==> config.mk <==
export PLATFORM = sky130hd
export DESIGN_NAME = ex_lsu_flat
export DESIGN_NICKNAME = d
export VERILOG_FILES = /design/src/rtl/ex_lsu_pkg.sv /design/src/rtl/ex_lsu_if.sv /design/src/rtl/lsu_lane_align.sv /design/src/rtl/ex_lsu.sv /design/src/flat_wrapper.sv
export SDC_FILE = /design/constraint.sdc
export NUM_CORES = 1
export LEC_CHECK = 0
export BUFFER_PORTS_ARGS = -buffer_cell sky130_fd_sc_hd__buf_2
export CAP_MARGIN = 5
export CORE_UTILIZATION = 55
export CTS_CLUSTER_DIAMETER = 100
export DETAILED_ROUTE_END_ITERATION = 6
export PLACE_DENSITY = 0.87
export SLEW_MARGIN = 30
export SYNTH_ARGS = -nofsm -noshare
export SYNTH_HDL_FRONTEND = slang
export SYNTH_SLANG_ARGS = --single-unit
export TNS_END_PERCENT = 10
==> constraint.sdc <==
create_clock -name clk -period 8.9 [get_ports clk]
set_input_delay 0.89 -clock clk [delete_from_list [all_inputs] [get_ports clk]]
set_output_delay 0.89 -clock clk [all_outputs]
set_load 0.03 [all_outputs]
==> src/rtl/ex_lsu_pkg.sv <==
// ex_lsu_pkg: RV32I load/store opcodes, funct3 codes and LSU FSM states.
// Shared by ex_lsu and its lane-alignment helper.
package ex_lsu_pkg;

    localparam logic [6:0] INST_TYPE_L = 7'b0000011;
    localparam logic [6:0] INST_TYPE_S = 7'b0100011;

    localparam logic [2:0] INST_LB  = 3'b000;
    localparam logic [2:0] INST_LH  = 3'b001;
    localparam logic [2:0] INST_LW  = 3'b010;
    localparam logic [2:0] INST_LBU = 3'b100;
    localparam logic [2:0] INST_LHU = 3'b101;

    localparam logic [2:0] INST_SB  = 3'b000;
    localparam logic [2:0] INST_SH  = 3'b001;
    localparam logic [2:0] INST_SW  = 3'b010;

    typedef enum logic [1:0] {
        S_IDLE,
        S_REQ,
        S_WAIT,
        S_DONE
    } lsu_state_t;

endpackage

==> src/rtl/ex_lsu_if.sv <==
// ex_lsu_if: data-bus request/grant/response bundle.
// master = load/store unit, slave = memory side.
interface ex_lsu_if;
    logic        req;
    logic        we;
    logic [31:0] addr;
    logic [31:0] wdata;
    logic [3:0]  wstrb;
    logic        gnt;
    logic        rvalid;
    logic [31:0] rdata;

    modport master (
        output req, we, addr, wdata, wstrb,
        input  gnt, rvalid, rdata
    );

    modport slave (
        input  req, we, addr, wdata, wstrb,
        output gnt, rvalid, rdata
    );
endinterface

==> src/rtl/lsu_lane_align.sv <==
// lsu_lane_align: store strobe/data replication and load byte/half
// select with sign or zero extension. Purely combinational.
module lsu_lane_align
    import ex_lsu_pkg::*;
(
    input  logic [2:0]  st_funct3,
    input  logic [1:0]  st_off,
    input  logic [31:0] st_src,
    output logic [3:0]  st_strb,
    output logic [31:0] st_data,
    input  logic [2:0]  ld_funct3,
    input  logic [1:0]  ld_off,
    input  logic [31:0] ld_src,
    output logic [31:0] ld_data
);

    logic [7:0]  b;
    logic [15:0] h;

    always_comb begin
        st_strb = 4'b1111;
        st_data = st_src;
        case (st_funct3)
            INST_SB: begin
                st_strb = 4'b0001 << st_off;
                st_data = {4{st_src[7:0]}};
            end
            INST_SH: begin
                st_strb = st_off[1] ? 4'b1100 : 4'b0011;
                st_data = {2{st_src[15:0]}};
            end
            default: ;
        endcase
    end

    always_comb begin
        case (ld_off)
            2'd0:    b = ld_src[7:0];
            2'd1:    b = ld_src[15:8];
            2'd2:    b = ld_src[23:16];
            default: b = ld_src[31:24];
        endcase
        h = ld_off[1] ? ld_src[31:16] : ld_src[15:0];
        ld_data = ld_src;
        case (ld_funct3)
            INST_LB:  ld_data = {{24{b[7]}}, b};
            INST_LH:  ld_data = {{16{h[15]}}, h};
            INST_LBU: ld_data = {24'd0, b};
            INST_LHU: ld_data = {16'd0, h};
            default:  ;
        endcase
    end

endmodule

==> src/rtl/ex_lsu.sv <==
// ex_lsu: execute-stage load/store unit, one bus access per op with timeout.
// `define MISALIGN_TRAP_EN traps misaligned H/W accesses instead of aligning.
module ex_lsu
    import ex_lsu_pkg::*;
#(
    parameter int WAIT_MAX = 255,
    parameter int CNT_W    = 8
) (
    input  logic        clk,
    input  logic        rst,
    input  logic [31:0] inst_i,
    input  logic [31:0] op1_i,
    input  logic [31:0] op2_i,
    input  logic [31:0] reg2_rdata_i,
    output logic        hold_req_o,
    ex_lsu_if.master    mem,
    output logic        reg_we_o,
    output logic [4:0]  reg_waddr_o,
    output logic [31:0] reg_wdata_o,
    output logic        bus_err_o
`ifdef MISALIGN_TRAP_EN
    ,
    output logic        misalign_o,
    output logic [31:0] bad_addr_o
`endif
);

    localparam logic [CNT_W-1:0] CNT_LIM =
        CNT_W'((WAIT_MAX > 0) ? WAIT_MAX - 1 : 0);

    lsu_state_t state, state_nxt;

    logic [6:0]       opcode;
    logic [2:0]       funct3;
    logic             is_ld, is_st, valid, trap, tmo;
    logic [31:0]      ea, ea_al;
    logic [CNT_W-1:0] cnt;
    logic [2:0]       f3_q;
    logic             we_q, req_q, reg_we_q, err_q;
    logic [4:0]       rd_q;
    logic [1:0]       off_q;
    logic [31:0]      addr_q, wdata_q, rdata_q;
    logic [3:0]       wstrb_q;
    logic [3:0]       st_strb;
    logic [31:0]      st_data, ld_data;
    logic             unused_inst;

    assign opcode      = inst_i[6:0];
    assign funct3      = inst_i[14:12];
    assign unused_inst = ^inst_i[31:15];
    assign ea          = op1_i + op2_i;

    always_comb begin
        is_ld = 1'b0;
        is_st = 1'b0;
        if (opcode == INST_TYPE_L)
            is_ld = funct3 inside {INST_LB, INST_LH, INST_LW,
                                   INST_LBU, INST_LHU};
        if (opcode == INST_TYPE_S)
            is_st = funct3 inside {INST_SB, INST_SH, INST_SW};
    end
    assign valid = is_ld | is_st;

    always_comb begin
        ea_al = ea;
        case (funct3[1:0])
            2'b01:   ea_al = {ea[31:1], 1'b0};
            2'b10:   ea_al = {ea[31:2], 2'b00};
            default: ;
        endcase
    end

`ifdef MISALIGN_TRAP_EN
    logic        mis_q;
    logic [31:0] bad_q;
    assign trap = valid &&
        ((funct3[1:0] == 2'b01 && ea[0]) ||
         (funct3[1:0] == 2'b10 && ea[1:0] != 2'b00));
    assign misalign_o = mis_q;
    assign bad_addr_o = bad_q;
`else
    assign trap = 1'b0;
`endif

    // Timeout fires on the cycle the counter would step to WAIT_MAX
    assign tmo = (WAIT_MAX > 0) && (cnt == CNT_LIM);

    lsu_lane_align u_align (
        .st_funct3 (funct3),
        .st_off    (ea[1:0]),
        .st_src    (reg2_rdata_i),
        .st_strb   (st_strb),
        .st_data   (st_data),
        .ld_funct3 (f3_q),
        .ld_off    (off_q),
        .ld_src    (mem.rdata),
        .ld_data   (ld_data)
    );

    always_ff @(posedge clk or posedge rst) begin
        if (rst) state <= S_IDLE;
        else     state <= state_nxt;
    end

    always_comb begin
        state_nxt  = state;
        hold_req_o = 1'b0;
        case (state)
            S_IDLE: begin
                if (valid && !rst) begin
                    hold_req_o = 1'b1;
                    state_nxt  = trap ? S_DONE : S_REQ;
                end
            end
            S_REQ: begin
                hold_req_o = 1'b1;
                if (mem.gnt)  state_nxt = S_WAIT;
                else if (tmo) state_nxt = S_DONE;
            end
            S_WAIT: begin
                hold_req_o = 1'b1;
                if (mem.rvalid || tmo) state_nxt = S_DONE;
            end
            default: state_nxt = S_IDLE;
        endcase
    end

    always_ff @(posedge clk or posedge rst) begin
        if (rst) begin
            cnt      <= '0;
            f3_q     <= '0;
            we_q     <= 1'b0;
            rd_q     <= '0;
            off_q    <= '0;
            req_q    <= 1'b0;
            addr_q   <= '0;
            wdata_q  <= '0;
            wstrb_q  <= '0;
            rdata_q  <= '0;
            reg_we_q <= 1'b0;
            err_q    <= 1'b0;
`ifdef MISALIGN_TRAP_EN
            mis_q    <= 1'b0;
            bad_q    <= '0;
`endif
        end else begin
            reg_we_q <= 1'b0;
            err_q    <= 1'b0;
`ifdef MISALIGN_TRAP_EN
            mis_q    <= 1'b0;
`endif
            case (state)
                S_IDLE: begin
                    if (valid) begin
                        f3_q    <= funct3;
                        we_q    <= is_st;
                        rd_q    <= inst_i[11:7];
                        off_q   <= ea[1:0];
                        addr_q  <= ea_al;
                        wdata_q <= st_data;
                        wstrb_q <= is_st ? st_strb : 4'b0000;
                        cnt     <= '0;
`ifdef MISALIGN_TRAP_EN
                        bad_q   <= ea;
                        mis_q   <= trap;
`endif
                        req_q   <= !trap;
                    end
                end
                S_REQ: begin
                    if (mem.gnt) begin
                        req_q <= 1'b0;
                        cnt   <= '0;
                    end else if (tmo) begin
                        req_q <= 1'b0;
                        err_q <= 1'b1;
                    end else begin
                        cnt <= cnt + 1'b1;
                    end
                end
                S_WAIT: begin
                    if (mem.rvalid) begin
                        if (!we_q) rdata_q <= ld_data;
                        reg_we_q <= !we_q && (rd_q != 5'd0);
                    end else if (tmo) begin
                        err_q <= 1'b1;
                    end else begin
                        cnt <= cnt + 1'b1;
                    end
                end
                default: cnt <= '0;
            endcase
        end
    end

    assign mem.req     = req_q;
    assign mem.we      = we_q;
    assign mem.addr    = addr_q;
    assign mem.wdata   = wdata_q;
    assign mem.wstrb   = wstrb_q;
    assign reg_we_o    = reg_we_q;
    assign reg_waddr_o = rd_q;
    assign reg_wdata_o = rdata_q;
    assign bus_err_o   = err_q;

endmodule
==> src/flat_wrapper.sv <==
// flat-port wrapper written by rule: the top's interface ports become plain ports
module ex_lsu_flat import ex_lsu_pkg::*;
#(
    parameter int WAIT_MAX = 255,
    parameter int CNT_W    = 8
)
  (clk, rst, inst_i, op1_i, op2_i, reg2_rdata_i, hold_req_o, reg_we_o, reg_waddr_o, reg_wdata_o, bus_err_o, mem_req, mem_we, mem_addr, mem_wdata, mem_wstrb, mem_gnt, mem_rvalid, mem_rdata);
  ex_lsu_if mem_i ();
  input  logic clk;
  input  logic rst;
  input  logic [31:0] inst_i;
  input  logic [31:0] op1_i;
  input  logic [31:0] op2_i;
  input  logic [31:0] reg2_rdata_i;
  output logic hold_req_o;
  output logic reg_we_o;
  output logic [4:0] reg_waddr_o;
  output logic [31:0] reg_wdata_o;
  output logic bus_err_o;
  output wire logic [$bits(mem_i.req)-1:0] mem_req;
  output wire logic [$bits(mem_i.we)-1:0] mem_we;
  output wire logic [$bits(mem_i.addr)-1:0] mem_addr;
  output wire logic [$bits(mem_i.wdata)-1:0] mem_wdata;
  output wire logic [$bits(mem_i.wstrb)-1:0] mem_wstrb;
  input wire logic [$bits(mem_i.gnt)-1:0] mem_gnt;
  input wire logic [$bits(mem_i.rvalid)-1:0] mem_rvalid;
  input wire logic [$bits(mem_i.rdata)-1:0] mem_rdata;
  assign mem_req = mem_i.req;
  assign mem_we = mem_i.we;
  assign mem_addr = mem_i.addr;
  assign mem_wdata = mem_i.wdata;
  assign mem_wstrb = mem_i.wstrb;
  assign mem_i.gnt = mem_gnt;
  assign mem_i.rvalid = mem_rvalid;
  assign mem_i.rdata = mem_rdata;
  ex_lsu #(.WAIT_MAX(WAIT_MAX), .CNT_W(CNT_W)) u_core (.clk(clk), .rst(rst), .inst_i(inst_i), .op1_i(op1_i), .op2_i(op2_i), .reg2_rdata_i(reg2_rdata_i), .hold_req_o(hold_req_o), .mem(mem_i), .reg_we_o(reg_we_o), .reg_waddr_o(reg_waddr_o), .reg_wdata_o(reg_wdata_o), .bus_err_o(bus_err_o));
endmodule
### Yosys cells after proc, flatten, opt, wreduce, memory -nomap -nowiden

Cells that the tools add are included.

| cells by class | value |
|---|---|
| add/subtract/negate cells | 2 |
| eq/ne operators | 21 |
| shifts and indexed selects | 1 |
| mux-type cells | 32 |
| bitwise logic cells | 2 |
| reductions and logical operators | 19 |

Operators with widths:

| operator | count |
|---|---|
| $pmux 32 s4 | 1 |
| $pmux 32 s2 | 1 |
| $pmux 8 s3 | 2 |
| $add 32x32->32 | 1 |
| $mux 8 | 4 |
| $mux 16 | 1 |
| $eq 3x3->1 const B | 4 |
| $mux 1 | 11 |
| $reduce_bool 5->1 | 2 |
| $reduce_and 3->1 | 3 |
| $add 8x1->8 const B | 1 |
| $eq 8x8->1 const B | 1 |
| $mux 2 | 4 |
| $mux 4 | 2 |
| $pmux 4 s2 | 1 |
| $eq 7x2->1 const B | 1 |
| $eq 7x6->1 const B | 1 |
| $eq 2x1->1 const B | 3 |
| $eq 2x2->1 const B | 3 |
| $eq 3x1->1 const B | 2 |
| $logic_not 3->1 | 2 |
| $ne 2x1->1 const B | 3 |
| $pmux 1 s2 | 3 |
| $pmux 2 s3 | 1 |
| 15 further kinds | 19 |

| storage, ports and cells | value |
|---|---|
| register bits | 124 |
| output and inout port bits | 110 |

### Depth between registers and ports, before layout

| logic depth | value |
|---|---|
| depth after elaboration | 7 |
| mapped depth | 12 |
| depth with buffers taken out | 10 |

### By module

From an unflattened synthesis, not the netlist that was laid out.

| unflattened totals | value |
|---|---|
| cell total of the unflattened synthesis | 918 |
| area, all modules | 7928.9 sq um |

By module, submodules not included:

| module | times used | cells an instance | area each (sq um) | seq. area each (sq um) |
|---|---|---|---|---|
| ex_lsu | 1 | 735 | 6821.5 | 3103.0 |
| lsu_lane_align | 1 | 183 | 1107.3 | 0.0 |

### Worst setup path before layout

OpenSTA, ideal clock, no wires.

| timing path | value |
|---|---|
| path kind | input to output |
| start | input rst |
| end | output hold_req_o |
| arrival | 4.143 ns |
| slack | 3.867 ns |
| cell stages on the path | 3 |
| buffers on the path | 0 |
| cell sequence | inv_1 > a21oi_1 > nor2_1 |

| between the ends | value |
|---|---|
| cells in the longest elaborated chain, start to end | 4 |

RTL lines:

| what | RTL line | text |
|---|---|---|
| start: declaration | flat_wrapper.sv:10 | `input logic rst;` |
| $logic_not 1->1 (no line) | - |  |
| $logic_and 1x1->1 | ex_lsu.sv:110 | `if (valid && !rst) begin` |
| $mux 1 | ex_lsu.sv:110 |  |
| $pmux 1 s2 | ex_lsu.sv:108 | `case (state)` |
| end: declaration | flat_wrapper.sv:15 | `output logic hold_req_o;` |

No other way between the ends.

### Final worst setup path

| timing path | value |
|---|---|
| start | input inst_i[13] |
| end | output hold_req_o |

| between the ends | value |
|---|---|
| cells in the longest elaborated chain, start to end | 7 |
| elaborated cells between the ends (all ways) | 13 |

RTL lines:

| what | RTL line | text |
|---|---|---|
| start: declaration | flat_wrapper.sv:11 | `input logic [31:0] inst_i;` |
| $eq 3x1->1, or another cell as far along | ex_lsu.sv:57, ex_lsu.sv:60 |  |
| $reduce_bool 5->1 / $reduce_bool 3->1 (equally long branches) | ex_lsu.sv:57, ex_lsu.sv:60 |  |
| $mux 1 (on tied branches) | ex_lsu.sv:56, ex_lsu.sv:59 |  |
| $or 1x1->1 * | ex_lsu.sv:62 | `assign valid = is_ld \| is_st;` |
| $logic_and 1x1->1 * | ex_lsu.sv:110 |  |
| $mux 1 * | ex_lsu.sv:110 |  |
| $pmux 1 s2 * | ex_lsu.sv:108 |  |

Mark *: on every way between the ends. The rest lies on a longest branch, timed or not.

==> summary by stage <==
Logic synthesis
The number of distinct library cells after synthesis is 67. The adder and majority gate portion of the synthesized area is 0.0690. The synthesized design contains 124 register bits.

Summing every instance area after synthesis gives 7550 sq um. The main combinational cell family by area after synthesis is compound AO/OA/AOI/OAI gates. Of all flip-flops after synthesis, the portion carrying an async set or reset was 1.00. The average footprint of a synthesized cell is 8.43 sq um. In this run, synthesis inferred 0 flip-flops with an integrated enable.

The share of synthesized area in the top cell type comes to 0.411. The cell count after synthesis came out at 895. By area the synthesized netlist is led by dfrtp_1 41%, nand2_1 8.6%, ha_1 6.6%, o21ai_0 4.9%, a21oi_1 4.6%. Of all cell types, the one taking the most synthesized area is dfrtp_1. The most frequent cell after synthesis is nand2_1.

Of the post-synthesis cell area, the part taken by muxes is 0.0242. The number of synthesis warnings is 0. Counting every net in the synthesized netlist gives 1100. The share of the yosys chip area belonging to registers is 0.411. The area share of and/or/nand/nor cells after synthesis is 0.201. The fraction of the mapped netlist area in compound gates is 0.224. Counting instances in the post-synthesis netlist gives the leading cell types as 173 x nand2_1, 124 x dfrtp_1, 74 x o21ai_0. The most used flip-flop cell after synthesis is dfrtp_1.

Of the total synthesized cell area, the portion taken by XOR and XNOR cells is 0.0290.

Flow run
The reported max-cap violation count is 0.

Timing
The clock skew is 0.00960 ns. Hold timing on the final database bottoms out at a slack of 0.466 ns. The number of endpoints with negative hold slack in the final report is 0. Headroom to the max-slew limit came out at 0.346. At the pin with the least slew margin, the transition time is 0.979 ns. Dividing the final minimum period by the clock period gives 0.403.

Setup repair after global routing left no endpoint under its margin. The post-layout minimum cycle time is 3.58 ns. Static timing analysis puts the maximum clock frequency at 0.279 GHz. In the final timing run, aggregate negative setup slack is 0 ns.

The number of max-slew violations in the final report came to 0. Setup violations remaining at the end of the flow were counted as 0.

Power and ir drop
The total power is 2.44 mW. For this design the ratio of total power to cell area is 258 nW/um^2. For this design the static power due to leakage is 4.89 nW. The worst voltage drop across the vdd grid is 0.000130 V.

Setup path
Counting both buffers and inverters, the worst setup path holds a total of 3. The setup slack of the most critical reg-to-reg path is 6.23 ns. Among all stages on the critical path, the largest delay is contributed by ha_1. The worst register-to-register path begins at u_core.state[0]. The startpoint kind of the worst setup timing path is a primary input. The largest delay contributor family on the critical path is simple AND/OR/NAND/NOR gates. In this run the number of cells on the critical path is 9.

The data arrival time of the critical path is 2.69 ns. The data required time at the worst endpoint is 8.01 ns. Along the worst path, the maximum fanout reaches 13. The destination of the worst register-to-register timing path is u_core.mem.addr[31]. The timing startpoint of the critical path is inst_i[13]. The signal on the critical path passes through buf_2, inv_1, ha_1, nor3_1, o22ai_1, and3_1, a21oi_1, nor2_1, buf_2. The capture point of the worst path is hold_req_o. The worst stage delay on the critical path is 0.43 ns. The worst setup path is captured at an output port. For the worst flop-to-flop path, the logic depth is 6. In this design, the critical path's most frequently occurring cell is buf_2. The start-to-end type of the worst setup path is in -> out.

Floorplan
The die is 119 um tall. For this configuration, the core starts out at a cell density of 0.568. The area of the core is 13300 sq um. The floorplan has 42 rows. From left edge to right edge, the die measures 119 um. The floorplan step defined a die boundary enclosing 14200 sq um. 274 I/O pins were placed.

Detailed routing
After detailed routing, the number of vias per cell comes to 5.71. For this run, the detailed router's first-pass iteration total came to 5. The post-detailed-route wirelength per cell is 15.4 um.

The first-iteration detailed-routing DRC count is 524. Across all layers, the routed design uses 7475 vias. The remaining routing DRC violations is 0.

Once detail routing completed, the nets flagged for antenna violations numbered 0. After detailed routing, the total wire length is 20.1 mm.

Clock tree
The buffer levels on the longest clock path is 2. The CTS tree is yes. The count of buffers added by post-CTS timing repair for setup is 0. The number of gates given a new drive strength after cts is 0. The root buffer cell chosen for the clock tree is clkbuf_16.

The number of clock sinks is 124. For the worst-skew pair, the clock arrives at the later sink with an insertion delay of 0.41 ns. Buffers inserted to repair hold after CTS numbered 0. The number of H-tree levels is 4. After clock tree synthesis, the clock-pin slew on the worst setup and hold paths is 0.05 ns. Clock tree synthesis inserted a total of 17 buffers.

Global routing
The number of global-route vias before repair is 6782. The total routing resource utilization after global routing is 0.287. The maximum number of pins on one net before global-route repair is 72. The wire length of the first global-routing pass is 32.7 mm. For this run the aggregate overflow at the end of global routing stands at 0. The number of antenna violations at the first check in global routing is 0.

Cells and area
The final design area excluding fillers is 9490 sq um. The number of nets in the layout is 1325. The share of final-layout standard cells stronger than drive strength 1 is 0.274. The filler cells instantiated in the layout total 1010.

The number of antenna repair diodes is 0. The area growth from synthesis to layout is 25.7%.

Hold path
The tightest min-delay check is of the reg -> reg type. In this run the most critical hold path is launched from u_core.mem.wdata[2].

Status
The run finished with clean final reports.

Placed design
Routability-driven placement finished with a final weighted congestion of 0.901. The placed wire-length estimate after detailed placement is 14.8 mm. The number of buffers added on ports is 256. Once placement finished, the instance area stood at 8890 sq um.
[cell usage in the layout, fill, tap and decap left out, types with 17 or more instances in the layout]
cell type and instances:
buf_2 256, o21ai_1 19, nand2_1 173, ha_1 40, inv_1 23, clkbuf_16 17
o21ai_0 74, dfrtp_1 123, nand3_1 17, a21o_1 22, nor2_1 69, a21oi_1 69
[registers in the layout (all words and copies together) (netlist names)]
register and cells:
u_core.f3_q 3, u_core.bus_err_o 1, u_core.reg_waddr_o 5, u_core.mem.addr 32, u_core.mem.wstrb 4, u_core.off_q 2
u_core.state 2, u_core.cnt 8, u_core.reg_wdata_o 32, u_core.mem.we 1, u_core.mem.wdata 32, u_core.mem.req 1
u_core.reg_we_o 1
[worst min path at each step]
stage,cells after the start,end
6_report,2,u_core.mem.wdata[2]
5_1_grt,2,u_core.mem.wdata[2]
4_1_cts,2,u_core.mem.wdata[2]
3_5_place_dp,2,u_core.mem.wdata[2]
3_3_place_gp,2,u_core.mem.wdata[6]
2_1_floorplan,2,u_core.cnt[4]
[worst min-delay path, stage by stage (launching register included)]
cell and delay (ns):
dfrtp_1 0.33, nand2_1 0.05, nand2_1 0.05
[per-stage QoR]
step / setup slack, ns / util / cells
final: 5.32 / 0.714 / 1309
after global routing: 5.14 / 0.714 / 1309
after CTS: 5.32 / 0.714 / 1309
after detailed placement: 4.97 / 0.668 / 1277
after global placement: 5.06 / 0.668 / 1277
after floorplan: 3.87 / - / 895
[power breakdown]
part / total, mW / switching, mW / leakage, nW / internal [mW]
Combinational: 0.938 / 0.633 / 2.96 / 0.304
Sequential: 0.797 / 0.0937 / 1.63 / 0.704
Clock: 0.709 / 0.241 / 0.301 / 0.469
Total: 2.44 / 0.968 / 4.89 / 1.48
[kinds of logic after synthesis]
family | after synthesis
compound gates | 270
xor+xnor | 25
fa+ha+maj | 41
buf+inv | 79
flops | 124
mux | 18
simple gates | 338
[final cells by class]
class                      instances  area [sq um]  share of cell area
sequential                       124          3100               0.327
timing repair buffer             261          1320               0.139
clock buffer                      25           495              0.0522
multi-input combinational        692          4150               0.437
inverter                          24          92.6             0.00975
clock inverter                     7           110              0.0116
tap                              176           220              0.0232
[layer usage]
layer	global-route usage	up-vias	wire length, um
met4	0.112	0	509
met3	0.0517	47	1250
met1	0.381	3514	8780
met5	0	-	0
li1	-	3613	-
met2	0.466	301	9590
Power figures use the tool's default switching activity.
